$ cat config.mk
export PLATFORM = sky130hd
export DESIGN_NAME = bcd_display_driver
export DESIGN_NICKNAME = d
export VERILOG_FILES = /design/src/rtl/display_pkg.sv /design/src/rtl/seg7_encode.sv /design/src/rtl/bcd_display_driver.sv
export SDC_FILE = /design/constraint.sdc
export NUM_CORES = 1
export LEC_CHECK = 0
export BUFFER_PORTS_ARGS = -buffer_cell sky130_fd_sc_hd__buf_2
export CAP_MARGIN = 20
export CORE_MARGIN = 10
export CORE_UTILIZATION = 65
export CTS_BUF_LIST = sky130_fd_sc_hd__clkbuf_8
export CTS_CLUSTER_SIZE = 8
export DETAILED_ROUTE_END_ITERATION = 8
export PLACE_DENSITY = 0.88
export SKIP_LAST_GASP = 1
export SYNTH_ARGS = -nofsm -noshare
export SYNTH_HDL_FRONTEND = slang
export SYNTH_SLANG_ARGS = --single-unit
$ cat constraint.sdc
create_clock -name clock -period 3.95 [get_ports clock]
set_input_delay 0.79 -clock clock [delete_from_list [all_inputs] [get_ports clock]]
set_output_delay 0.79 -clock clock [all_outputs]
set_load 0.01 [all_outputs]
$ cat src/rtl/display_pkg.sv
// Shared definitions for the seven-segment display driver.
// - SEG_DIGIT / SEG_BLANK / SEG_DASH: active-low patterns, bit order {g,f,e,d,c,b,a}
// - state_t: conversion FSM states
// - cnt_width(): width of the per-channel shift counter
package display_pkg;

    typedef enum logic [1:0] {
        StIdle,
        StShift,
        StStore
    } state_t;

    localparam logic [6:0] SEG_BLANK = 7'b1111111;
    localparam logic [6:0] SEG_DASH  = 7'b0111111;

    // Index n holds the pattern for decimal digit n.
    localparam logic [9:0][6:0] SEG_DIGIT = {
        7'b0010000,  // 9
        7'b0000000,  // 8
        7'b1111000,  // 7
        7'b0000010,  // 6
        7'b0010010,  // 5
        7'b0011001,  // 4
        7'b0110000,  // 3
        7'b0100100,  // 2
        7'b1111001,  // 1
        7'b1000000   // 0
    };

    // Counter must hold 0..width-1.
    function automatic int unsigned cnt_width(input int unsigned width);
        return (width > 1) ? $clog2(width) : 1;
    endfunction

endpackage

$ cat src/rtl/seg7_encode.sv
// BCD nibble to active-low seven-segment pattern.
// - bcd   : decimal digit 0..9 (other codes show blank)
// - blank : force blank pattern
// - dash  : force dash pattern (takes priority over blank)
// - seg   : {g,f,e,d,c,b,a}, active-low
module seg7_encode
    import display_pkg::*;
(
    input  logic [3:0] bcd,
    input  logic       blank,
    input  logic       dash,
    output logic [6:0] seg
);

    always_comb begin
        seg = SEG_BLANK;
        if (dash) begin
            seg = SEG_DASH;
        end else if (!blank) begin
            case (bcd)
                4'd0:    seg = SEG_DIGIT[0];
                4'd1:    seg = SEG_DIGIT[1];
                4'd2:    seg = SEG_DIGIT[2];
                4'd3:    seg = SEG_DIGIT[3];
                4'd4:    seg = SEG_DIGIT[4];
                4'd5:    seg = SEG_DIGIT[5];
                4'd6:    seg = SEG_DIGIT[6];
                4'd7:    seg = SEG_DIGIT[7];
                4'd8:    seg = SEG_DIGIT[8];
                4'd9:    seg = SEG_DIGIT[9];
                default: seg = SEG_BLANK;
            endcase
        end
    end

endmodule

$ cat src/rtl/bcd_display_driver.sv
// Multi-channel binary to seven-segment driver built around one shared
// double-dabble engine that converts the channels one after another.
// - clock, reset      : rising-edge clock, synchronous active-high reset
// - in_valid/in_ready : request handshake; value_in sampled on acceptance
// - value_in          : channel c at [c*WIDTH +: WIDTH]
// - clear             : blank seg_out at the next edge
// - busy, done        : conversion in progress / one-cycle commit pulse
// - overflow          : per-channel value >= 10^DIGITS
// - seg_out           : channel c digit d at [(c*DIGITS+d)*7 +: 7], active-low
module bcd_display_driver
    import display_pkg::*;
#(
    parameter int unsigned WIDTH         = 10,
    parameter int unsigned DIGITS        = 3,
    parameter int unsigned CHANNELS      = 2,
    parameter int unsigned BLANK_LEADING = 1
) (
    input  logic                         clock,
    input  logic                         reset,
    input  logic                         in_valid,
    output logic                         in_ready,
    input  logic [CHANNELS*WIDTH-1:0]    value_in,
    input  logic                         clear,
    output logic                         busy,
    output logic                         done,
    output logic [CHANNELS-1:0]          overflow,
    output logic [CHANNELS*DIGITS*7-1:0] seg_out
);

    localparam int unsigned CntW = cnt_width(WIDTH);
    localparam int unsigned ChW  = (CHANNELS > 1) ? $clog2(CHANNELS) : 1;
    localparam int unsigned BcdW = DIGITS * 4;
    localparam int unsigned BufW = CHANNELS * BcdW;
    localparam int unsigned NDig = CHANNELS * DIGITS;

    state_t                      state_q, state_d;
    logic [CntW-1:0]             cnt_q, cnt_d;
    logic [ChW-1:0]              ch_q, ch_d;
    logic [CHANNELS*WIDTH-1:0]   shadow_q, shadow_d;
    logic [BcdW-1:0]             bcd_q, bcd_d;
    logic                        ovf_q, ovf_d;
    logic [BufW-1:0]             buf_q, buf_d;
    logic [CHANNELS-1:0]         buf_ovf_q, buf_ovf_d;
    logic [CHANNELS*DIGITS*7-1:0] seg_q, enc_seg;
    logic [CHANNELS-1:0]         ovf_out_q;
    logic                        done_q;
    logic                        commit;
    logic [BcdW-1:0]             adj;
    logic [NDig-1:0]             blank_vec, dash_vec;
    logic                        hi_zero;

    // Add-3 correction applied to every nibble before the shift.
    always_comb begin
        adj = bcd_q;
        for (int d = 0; d < int'(DIGITS); d++) begin
            if (bcd_q[d*4 +: 4] >= 4'd5) begin
                adj[d*4 +: 4] = bcd_q[d*4 +: 4] + 4'd3;
            end
        end
    end

    // The current channel always sits in the low WIDTH bits of the shadow
    // register, and the result buffer fills from the top, so no variable
    // indexing by channel is needed.
    always_comb begin
        state_d   = state_q;
        cnt_d     = cnt_q;
        ch_d      = ch_q;
        shadow_d  = shadow_q;
        bcd_d     = bcd_q;
        ovf_d     = ovf_q;
        buf_d     = buf_q;
        buf_ovf_d = buf_ovf_q;
        commit    = 1'b0;
        case (state_q)
            StIdle: begin
                if (in_valid) begin
                    shadow_d = value_in;
                    cnt_d    = '0;
                    ch_d     = '0;
                    bcd_d    = '0;
                    ovf_d    = 1'b0;
                    state_d  = StShift;
                end
            end
            StShift: begin
                bcd_d                = {adj[BcdW-2:0], shadow_q[WIDTH-1]};
                ovf_d                = ovf_q | adj[BcdW-1];
                shadow_d[WIDTH-1:0]  = shadow_q[WIDTH-1:0] << 1;
                cnt_d                = cnt_q + 1'b1;
                if (cnt_q == CntW'(WIDTH - 1)) begin
                    state_d = StStore;
                end
            end
            StStore: begin
                buf_d                     = buf_q >> BcdW;
                buf_d[BufW-1 -: BcdW]     = bcd_q;
                buf_ovf_d                 = buf_ovf_q >> 1;
                buf_ovf_d[CHANNELS-1]     = ovf_q;
                shadow_d                  = shadow_q >> WIDTH;
                bcd_d                     = '0;
                ovf_d                     = 1'b0;
                cnt_d                     = '0;
                if (ch_q == ChW'(CHANNELS - 1)) begin
                    commit  = 1'b1;
                    state_d = StIdle;
                end else begin
                    ch_d    = ch_q + 1'b1;
                    state_d = StShift;
                end
            end
            default: state_d = StIdle;
        endcase
    end

    // Display controls derived from the buffer as it will be after this edge,
    // so the commit sees the channel being stored in the same cycle.
    always_comb begin
        blank_vec = '0;
        dash_vec  = '0;
        hi_zero   = 1'b1;
        for (int c = 0; c < int'(CHANNELS); c++) begin
            hi_zero = 1'b1;
            for (int d = int'(DIGITS) - 1; d >= 0; d--) begin
                hi_zero = hi_zero & (buf_d[(c*int'(DIGITS)+d)*4 +: 4] == 4'd0);
                blank_vec[c*int'(DIGITS)+d] = (BLANK_LEADING != 0) && (d != 0) && hi_zero;
                dash_vec[c*int'(DIGITS)+d]  = buf_ovf_d[c];
            end
        end
    end

    for (genvar i = 0; i < int'(NDig); i++) begin : g_enc
        seg7_encode u_enc (
            .bcd   (buf_d[i*4 +: 4]),
            .blank (blank_vec[i]),
            .dash  (dash_vec[i]),
            .seg   (enc_seg[i*7 +: 7])
        );
    end

    always_ff @(posedge clock) begin
        if (reset) begin
            state_q   <= StIdle;
            cnt_q     <= '0;
            ch_q      <= '0;
            shadow_q  <= '0;
            bcd_q     <= '0;
            ovf_q     <= 1'b0;
            buf_q     <= '0;
            buf_ovf_q <= '0;
            seg_q     <= '1;
            ovf_out_q <= '0;
            done_q    <= 1'b0;
        end else begin
            state_q   <= state_d;
            cnt_q     <= cnt_d;
            ch_q      <= ch_d;
            shadow_q  <= shadow_d;
            bcd_q     <= bcd_d;
            ovf_q     <= ovf_d;
            buf_q     <= buf_d;
            buf_ovf_q <= buf_ovf_d;
            done_q    <= commit;
            if (commit) begin
                ovf_out_q <= buf_ovf_d;
            end
            // clear wins over a coincident commit
            if (clear) begin
                seg_q <= '1;
            end else if (commit) begin
                seg_q <= enc_seg;
            end
        end
    end

    assign in_ready = (state_q == StIdle);
    assign busy     = (state_q != StIdle);
    assign done     = done_q;
    assign overflow = ovf_out_q;
    assign seg_out  = seg_q;

endmodule

==> results.txt, run 1 <==
status = finished clean
Mapped Nets = 739
Core Rows = 34
CP required = 4.28 ns
vias per inst = 6.12
first-pass GRT wire length = 24200 um
kind of end point of the critical path = flop
Crit path max-delay family = adder cells
Ports = 71
Top cell by count, worst path = a21oi_1
synthesized area per cell = 8.42 um2
Max Freq = 335 MHz
worst path cell trace = ha_2 -> buf_4 -> mux2i_1 -> ha_1 -> nand2_1 -> nor3_1 -> a21oi_1 -> o311a_1 -> a21oi_1
GP Congestion = 0.931
Max-Cap Viols = 0
ANT cells = 0
TritonCTS clock tree = done
Seq cells post-synth = 111
# H-tree levels = 3
PwrDens = 455 nW/um2
HPWL Detailed = 10600 um
Critical Setup Path Class = flop to flop
top_reg_cell synth = dfxtp_1
Hold Buf Count CTS = 0
Tightest Pin Transition = 0.813 ns
Iter 0 DRT Violations = 442
drt total wl = 14700 um
Period minus WS final = 2.99 ns
max-slew violations = 0
final hold violation count = 0
Yosys cell types = 55
Inserted Clock Buffers = 9
net total in the final layout = 792
Syn. warnings = 0
chip height = 114 um
Seq/Total Area, Yosys = 39.0%
drt drc = 0
Routed Antenna Nets = 0
async set-reset flop share out of synthesis = 0%
DR vias = 5156
Mapped Cells = 677
cts repair resizes = 0
Netlist Area Pre-Place = 5700 um2
worst path bufs/invs = 1
grt total ovfl = 0
Leakage Power = 0.00251 uW
Worst Skew = 0.0196 ns
final worst-path cycle share = 75.6%
Post CTS Setup Buffer Count = 0
Slowest-stage cell, CP = mux2i_1
ratio of cells with drive above 1 in the final layout = 16.2%
DR WL/cell = 17.5 um
Clock Latency Late Sink = 0.39 ns
CTS Buffer Depth = 2
Hold Path Class = flop to flop
Startpoint Class = flop
setup TNS = 0 ns
Final setup viols = 0
largest net degree at the start of global routing = 65
Initial Util = 66.0%
Crit path largest cell delay = 0.53 ns
Post-synth EDFFs = 0
Worst EP arrival = 3.32 ns
clock tree sinks = 111
worst vdd ir = 0.355 mV
Core Region = 8640 um2
synthesis-to-layout area growth = 10.1%
Reg clk slew, reported paths = 0.12 ns
Global Route Usage Sum = 22.4%
crit-path max FO = 17
die area = 12900 um2
RSZ-0062 raised after global routing = no
port bufs = 70
overall power = 2850 uW
Worst slew margin = 44.3%
initial antenna violation count = 0
vias in the first global route = 4999
Die X = 114 um
Root Driver = clkbuf_8
Detailed Routing Iterations Pass 1 = 5
## layout make-up
class,count,area [um2]
clock inverters,7,78.8
flip-flops and latches,111,2220
well taps,108,135
clock buffers,9,124
fillers,667,2360
inverters,30,113
repair buffers,80,425
multi-input cells,498,3180
## routing by layer
metal	wire length, um	track usage, %	vias to the layer above	share of wire [%]
met3	1190	5.67	47	8.1
met1	6140	27.1	2407	42
met4	373	9.05	0	2.5
met5	0	0	-	0
li1	-	-	2478	-
met2	7040	37.3	224	48
## cells in the final DEF (no fill, tap or decap), drive strengths merged, types with 2 or more instances in the layout
cell type,instances
dfxtp,111
nor2,87
a21oi,80
buf,80
nand2,67
ha,38
inv,36
mux2i,29
o21ai,24
nand3,22
o211ai,16
a22oi,15
nor3,12
o22a,10
mux2,10
clkbuf,9
o31ai,7
a31oi,7
o22ai,6
nand2b,6
xnor2,6
and2,5
and3,4
nor3b,4
a211oi,4
or2,4
o21a,3
nand3b,3
o32a,3
nor2b,3
xor2,3
or3,2
nand4,2
o221ai,2
a32oi,2
o32ai,2
## cells by family after synthesis
logic type      count (synthesis)  share of synthesized area, %
simple gates                  223                          17.3
compound gates                189                          20.9
flops                         111                          39.0
buf+inv                        68                          5.27
mux                            39                          7.77
fa+ha+maj                      38                          8.34
xor+xnor                        9                          1.38
## stage by stage
| step | setup WS [ns] | cells | area (um2) | utilization [%] | hold WS, ns |
|---|---|---|---|---|---|
| after floorplan | 1.39 | 677 | 5700 | - | 0.437 |
| after global placement | 1.30 | 827 | 6070 | 70.3 | 0.442 |
| after detailed placement | 1.04 | 827 | 6070 | 70.3 | 0.451 |
| after CTS | 0.989 | 843 | 6280 | 72.7 | 0.467 |
| after global routing | 0.686 | 843 | 6280 | 72.7 | 0.483 |
| final | 0.965 | 843 | 6280 | 72.7 | 0.466 |
## state kept, by name (all words and copies together), names as in the netlist
name,count
ch_q,1
bcd_q,12
overflow,2
done,1
state_q,2
buf_ovf_q,2
shadow_q,20
seg_out,42
ovf_q,1
buf_q,24
cnt_q,4
## worst paths after layout
check | start | endpoint | cells past startpoint | slack, ns
setup / recovery | state_q[1]$_SDFFE_PP0P_ | seg_out[28]$_SDFFE_PP1P_ | 9 | 0.96
hold / removal | shadow_q[2]$_SDFFE_PP0P_ | shadow_q[2]$_SDFFE_PP0P_ | 2 | 0.47
setup reg to reg | state_q[1]$_SDFFE_PP0P_ | seg_out[28]$_SDFFE_PP1P_ | 9 | 0.96
hold reg to reg | shadow_q[2]$_SDFFE_PP0P_ | shadow_q[2]$_SDFFE_PP0P_ | 2 | 0.47
## power by group
part | internal, uW | switching [uW] | leakage (uW)
Clock | 258 | 454 | 0.000105
Combinational | 314 | 560 | 0.00151
Sequential | 1200 | 63.0 | 0.000900
## synth_stat cells, types with 4 or more instances
library cell	n	area (um2)
a211oi_1	4	30.0
a31oi_1	7	43.8
clkbuf_1	25	93.8
o211ai_1	16	120
nor3_1	12	60.1
buf_2	6	30.0
mux2_2	9	101
and3_1	4	25.0
dfxtp_1	111	2220
mux2i_1	24	240
a22oi_1	15	113
buf_6	5	56.3
a21oi_1	80	400
o31ai_1	7	52.6
inv_1	30	113
ha_1	38	475
o22ai_1	6	37.5
nor3b_1	4	30.0
o21ai_0	20	100
nor2_1	87	327
nand2b_1	6	37.5
nand3_1	22	110
o22a_1	10	87.6
and2_1	5	31.3
nand2_1	67	251
xnor2_1	6	52.6
## worst register-to-register path, cell delays in order, from the launching register on
cell and delay (ns):
dfxtp_1 0.47, ha_2 0.45, buf_4 0.35, mux2i_1 0.53
ha_1 0.30, nand2_1 0.06, nor3_1 0.23, a21oi_1 0.19
o311a_1 0.20, a21oi_1 0.14
Note: power is estimated with default switching activity, not from simulation.
==> run 2, diff against run 1 <==
--- a/config.mk
+++ b/config.mk
@@ -8,11 +8,11 @@
 export BUFFER_PORTS_ARGS = -buffer_cell sky130_fd_sc_hd__buf_2
 export CAP_MARGIN = 20
 export CORE_MARGIN = 10
-export CORE_UTILIZATION = 65
+export CORE_UTILIZATION = 60
 export CTS_BUF_LIST = sky130_fd_sc_hd__clkbuf_8
 export CTS_CLUSTER_SIZE = 8
 export DETAILED_ROUTE_END_ITERATION = 8
-export PLACE_DENSITY = 0.88
+export PLACE_DENSITY = 0.82
 export SKIP_LAST_GASP = 1
 export SYNTH_ARGS = -nofsm -noshare
 export SYNTH_HDL_FRONTEND = slang
==> constraint.sdc (replaced) <==
create_clock -name clock -period 3.1 [get_ports clock]
set_input_delay 0.62 -clock clock [delete_from_list [all_inputs] [get_ports clock]]
set_output_delay 0.62 -clock clock [all_outputs]
set_load 0.01 [all_outputs]
==> run 2 against run 1 <==
Net effect:
- final cell count up 3.1%
- via count is 0.14% higher
- largest power group unchanged
- critical endpoint unchanged
- clock-buffer cell count stayed put
- sequential share of layout area decreased by 0.36 points
==> results.txt, run 2 (same netlist as run 1, synthesis figures left out) <==
dpl ws = 0.140 ns (-0.900 ns)
port bufs = 70 (unchanged)
CTS Buffer Depth = 2 (unchanged)
status = finished clean
switching part of the total = 35.6% (-2.2 points)
clock tree sinks = 111 (unchanged)
vias in the first global route = 4928 (-1.4%)
TritonCTS clock tree = done
grt total ovfl = 0 (unchanged)
vias per inst = 5.94 (-2.9%)
HPWL Detailed = 10700 um (+0.48%)
met3 usage = 4.08% (-1.6 points)
chip height = 117 um (+3.4%)
min setup slack post-route = 0.330 ns (-0.635 ns)
die area = 13800 um2 (+6.8%)
Psw = 1280 uW (+19%)
max reg flops = 42 (unchanged)
drt drc = 0 (unchanged)
Detailed Routing Iterations Pass 1 = 5 (unchanged)
Inserted Clock Buffers = 9 (unchanged)
Ports = 71 (unchanged)
Reg clk slew, reported paths = 0.11 ns (about the same)
first-pass GRT wire length = 24400 um (+0.91%)
RSZ-0062 raised after global routing = no
Period minus WS final = 2.77 ns (-0.215 ns)
Worst EP arrival = 3.07 ns (-0.25 ns)
most frequent cells in the layout = 111 x dfxtp_1, 87 x nor2_1, 80 x a21oi_1
Leakage Power = 0.00253 uW (+0.71%)
Root Driver = clkbuf_8
Iter 0 DRT Violations = 447 (+1.1%)
PwrDens = 567 nW/um2 (+25%)
Hold Buf Count CTS = 0 (unchanged)
Placed Area = 6140 um2 (+1.1%)
final instance area = 6340 um2 (+1.0%)
sequential share of power = 44.9% (+0.5 points)
initial antenna violation count = 0 (unchanged)
Post CTS Setup Buffer Count = 0 (unchanged)
final worst-path cycle share = 89.4% (+14 points)
drt total wl = 14800 um (+0.33%)
Worst slew margin = 31.5% (-13 points)
Int Pwr = 2320 uW (+30%)
Most Crowded Layer GR = met2
worst vdd ir = 0.299 mV (-16%)
Initial Util = 61.7% (-4.3 points)
Tightest Pin Transition = 1.02 ns (+0.212 ns)
synthesis-to-layout area growth = 11.3%
Core Rows = 35 (+2.9%)
net total in the final layout = 797 (+0.63%)
CP required = 3.40 ns (-0.88 ns)
Die X = 117 um (+3.4%)
largest net degree at the start of global routing = 65 (unchanged)
max-slew violations = 0 (unchanged)
Startpoint Class = flop
final hold violation count = 0 (unchanged)
kind of end point of the critical path = flop
Core Region = 9240 um2 (+7.0%)
Max Freq = 361 MHz (+7.8%)
Worst Skew = 0.0137 ns (-0.00588 ns)
DR vias = 5163 (+0.14%)
Final setup viols = 0 (unchanged)
Clk pwr share = 23.7% (-1.2 points)
M1 GR Usage = 25.6% (-1.5 points)
commonest non-fill, non-tap cell in the layout = dfxtp_1
placed cell count = 853 (+3.1%)
ANT cells = 0 (unchanged)
# H-tree levels = 3 (unchanged)
met2 Usage GRT = 34.1% (-3.1 points)
Critical Setup Path Class = flop to flop
crit-path max FO = 19 (+2)
Clock Latency Late Sink = 0.37 ns (-0.02 ns)
GP Congestion = 0.897 (-3.6%)
non-filler instance count after layout = 869 (+3.1%)
DR WL/cell = 17.0 um (-2.7%)
ratio of cells with drive above 1 in the final layout = 16.6% (+0.43 points)
setup TNS = 0 ns (unchanged)
Global Route Usage Sum = 20.6% (-1.9 points)
Comb pwr share = 31.4% (+0.8 points)
Max-Cap Viols = 0 (unchanged)
Routed Antenna Nets = 0 (unchanged)
cts repair resizes = 0 (unchanged)
Hold Path Class = flop to flop
==> run 2: power by group through the flow <==
stage          logic (uW)  clock network [uW]  registers, uW
6_report             1130                 852           1620
5_1_grt              1260                 921           1630
4_1_cts              1110                 864           1610
3_5_place_dp         1100                   0           1650
3_3_place_gp         1060                   0           1640
2_1_floorplan         893                   0           1620
==> run 2: critical path: stages (launching register included) <==
cell,delay (ns)
dfxtp_1,0.36
inv_1,0.18
ha_4,0.36
buf_4,0.30
mux2i_2,0.40
ha_1,0.23
nand2_1,0.06
nor3_1,0.26
a21oi_1,0.17
o311a_1,0.19
a21oi_1,0.16
==> run 2: layout make-up <==
cell class / count / area (um2)
clock inverter: 7 / 66.3
tap: 129 / 161
sequential: 111 / 2220
fill: 761 / 2900
inverter: 30 / 113
timing repair buffer: 85 / 463
multi-input combinational: 498 / 3190
clock buffer: 9 / 124
==> run 2: path summary, 6_finish.rpt <==
kind                                 start                        to  slack, ns  cells after the start
setup / recovery   state_q[0]$_SDFFE_PP0P_  seg_out[28]$_SDFFE_PP1P_       0.33                     10
hold / removal    shadow_q[9]$_SDFFE_PP0P_  shadow_q[9]$_SDFFE_PP0P_       0.46                      2
setup reg to reg   state_q[0]$_SDFFE_PP0P_  seg_out[28]$_SDFFE_PP1P_       0.33                     10
hold reg to reg   shadow_q[9]$_SDFFE_PP0P_  shadow_q[9]$_SDFFE_PP0P_       0.46                      2
==> run 2: layer usage <==
metal	vias up	routed length (um)
met5	-	0
met2	166	7040
met3	28	883
met4	0	390
li1	2486	-
met1	2483	6470
==> run 2: per-stage QoR <==
stage / utilization [%] / hold WS (ns) / power [uW]
2_1_floorplan: - / 0.437 / 2520
3_3_place_gp: 66.4 / 0.437 / 2700
3_5_place_dp: 66.4 / 0.450 / 2740
4_1_cts: 68.5 / 0.465 / 3580
5_1_grt: 68.6 / 0.483 / 3810
6_report: 68.6 / 0.464 / 3600
==> run 3, diff against run 2 <==
--- a/config.mk
+++ b/config.mk
@@ -7,12 +7,14 @@
 export LEC_CHECK = 0
 export BUFFER_PORTS_ARGS = -buffer_cell sky130_fd_sc_hd__buf_2
 export CAP_MARGIN = 20
+export CELL_PAD_IN_SITES_DETAIL_PLACEMENT = 1
+export CELL_PAD_IN_SITES_GLOBAL_PLACEMENT = 1
 export CORE_MARGIN = 10
-export CORE_UTILIZATION = 60
+export CORE_UTILIZATION = 45
 export CTS_BUF_LIST = sky130_fd_sc_hd__clkbuf_8
 export CTS_CLUSTER_SIZE = 8
 export DETAILED_ROUTE_END_ITERATION = 8
-export PLACE_DENSITY = 0.82
+export PLACE_DENSITY_LB_ADDON = 0.1
 export SKIP_LAST_GASP = 1
 export SYNTH_ARGS = -nofsm -noshare
 export SYNTH_HDL_FRONTEND = slang
==> run 3 against run 2 <==
Net effect:
- first-iteration DRC count down 51%
- non-clock buffer count up 8
- die area up 27%
- utilization down 17 points
- highest routed layer unchanged
- setup slack worse by 0.074 ns
- clock-buffer cell count up 1
- largest power group unchanged
- maximum frequency down 2.6%
==> results.txt, run 3 (same netlist as run 1, synthesis figures left out) <==
final hold violation count = 0 (unchanged)
Startpoint Class = flop
net total in the final layout = 805 (+1.0%)
Inserted Clock Buffers = 9 (unchanged)
Crit path max-delay family = adder cells
Critical Setup Path Class = flop to flop
CP startpoint = state_q[0]$_SDFFE_PP0P_
die area = 17600 um2 (+27%)
Iter 0 DRT Violations = 217 (-51%)
Detailed Routing Iterations Pass 1 = 5 (unchanged)
chip height = 133 um (+13%)
initial antenna violation count = 0 (unchanged)
final worst-path cycle share = 91.8% (+2.4 points)
DR vias = 5104 (-1.1%)
most frequent cells in the layout = 111 x dfxtp_1, 87 x nor2_1, 80 x a21oi_1
worst path cell trace = inv_1 -> ha_2 -> buf_4 -> mux2i_2 -> ha_1 -> nand2_1 -> nor3_1 -> a21oi_1 -> o311a_1 -> a21oi_1
status = finished clean
Critical R2R Capture = seg_out[28]$_SDFFE_PP1P_
Slowest-stage cell, CP = ha_2
GP Congestion = 0.833 (-7.1%)
commonest non-fill, non-tap cell in the layout = dfxtp_1
crit-path max FO = 16 (-3)
grt total ovfl = 0 (unchanged)
Hold Buf Count CTS = 0 (unchanged)
critical path depth = 10 (unchanged)
max-slew violations = 0 (unchanged)
Final setup viols = 0 (unchanged)
ANT cells = 0 (unchanged)
drt total wl = 16600 um (+12%)
ratio of cells with drive above 1 in the final layout = 17.2% (+0.56 points)
Hold Crit Start = shadow_q[1]$_SDFFE_PP0P_
R2R Path Start = state_q[0]$_SDFFE_PP0P_
Max-Cap Viols = 0 (unchanged)
clock tree sinks = 111 (unchanged)
Initial Util = 45.5% (-16 points)
Reg clk slew, reported paths = 0.11 ns (about the same)
Setup crit end = seg_out[28]$_SDFFE_PP1P_
Worst slew margin = 52.3% (+21 points)
cts repair resizes = 0 (unchanged)
PwrDens = 555 nW/um2 (-2.2%)
drt drc = 0 (unchanged)
DR WL/cell = 18.1 um (+6.4%)
R2R cell count = 10 (unchanged)
worst path bufs/invs = 2 (unchanged)
vias in the first global route = 5391 (+9.4%)
vias per inst = 5.57 (-6.3%)
Crit path largest cell delay = 0.56 ns (+0.16 ns)
first-pass GRT wire length = 27800 um (+14%)
Core Region = 12500 um2 (+35%)
Leakage Power = 0.00255 uW (+0.86%)
RSZ-0062 raised after global routing = no
Root Driver = clkbuf_8
Worst Skew = 0.0163 ns (+0.00256 ns)
dpl ws = 0.332 ns (+0.192 ns)
min setup slack post-route = 0.255 ns (-0.0744 ns)
Core Rows = 41 (+17%)
Period minus WS final = 2.84 ns (+0.0744 ns)
# H-tree levels = 3 (unchanged)
Die X = 133 um (+13%)
Clock Latency Late Sink = 0.39 ns (+0.02 ns)
r2r setup slk = 0.26 ns (-0.07 ns)
Ports = 71 (unchanged)
largest net degree at the start of global routing = 65 (unchanged)
Routed Antenna Nets = 0 (unchanged)
HPWL Detailed = 12300 um (+15%)
TritonCTS clock tree = done
Hold Path Class = flop to flop
Global Route Usage Sum = 19.0% (-1.6 points)
worst vdd ir = 0.217 mV (-27%)
port bufs = 70 (unchanged)
max reg flops = 42 (unchanged)
fill count = 1589 (+110%)
Top cell by count, worst path = a21oi_1
Worst EP arrival = 3.17 ns (+0.10 ns)
kind of end point of the critical path = flop
setup TNS = 0 ns (unchanged)
Post CTS Setup Buffer Count = 0 (unchanged)
CP required = 3.42 ns (+0.02 ns)
Max Freq = 352 MHz (-2.6%)
CTS Buffer Depth = 2 (unchanged)
Tightest Pin Transition = 0.709 ns (-0.315 ns)
synthesis-to-layout area growth = 12.4%
-- run 3: changes by cell type in the layout (fill, tap and decap cells not counted), sizes merged --
cell,change
inv,-1
clkinvlp,-2
buf,+8
clkbuf,+1
bufinv,-1
-- run 3: how the worst min path moves through the flow --
stage | depth (start not counted) | slack, ns | to
2_1_floorplan | 2 | 0.44 | shadow_q[9]$_SDFFE_PP0P_
3_3_place_gp | 2 | 0.44 | seg_out[34]$_SDFFE_PP1P_
3_5_place_dp | 2 | 0.45 | shadow_q[1]$_SDFFE_PP0P_
4_1_cts | 3 | 0.46 | shadow_q[19]$_SDFFE_PP0P_
5_1_grt | 3 | 0.48 | shadow_q[19]$_SDFFE_PP0P_
6_report | 2 | 0.46 | shadow_q[1]$_SDFFE_PP0P_
-- run 3: layout make-up --
type                       count  area (um2)  area share [%]
multi-input combinational    498        3180            49.6
sequential                   111        2220            34.7
timing repair buffer          93         523            8.17
tap                          172         215            3.36
clock buffer                  10         138            2.15
inverter                      30         113            1.76
clock inverter                 3        13.8           0.215
-- run 3: per-stage QoR --
stage / hold slack, ns / util (%) / std cells / total power [uW] / instance area [um2]
floorplan: 0.437 / - / 677 / 2520 / 5700
global placement: 0.441 / 49.9 / 904 / 2760 / 6250
detailed placement: 0.448 / 49.9 / 904 / 2810 / 6250
CTS: 0.456 / 51.1 / 917 / 3580 / 6400
global route: 0.479 / 51.1 / 917 / 3780 / 6400
finish: 0.462 / 51.1 / 917 / 3550 / 6400
-- run 3: per-layer routing --
layer  routed length [um]  track usage, %  up-vias  share of wire [%]
met5                    0               0        -                  0
li1                     -               -     2501                  -
met3                  617            3.86       26                3.7
met1                 7530            22.4     2495                 45
met4                  414            7.89        0                2.5
met2                 8040            32.7       82                 48
-- run 3: report_power, final --
part / internal [uW] / switching, uW / total [uW]
clock: 297 / 483 / 780
sequential: 1530 / 85.9 / 1620
combinational: 418 / 736 / 1150
-- run 3: worst min-delay path: stages (launching register included) --
cell and delay (ns):
dfxtp_1 0.32, nand2_1 0.05, a21oi_1 0.05
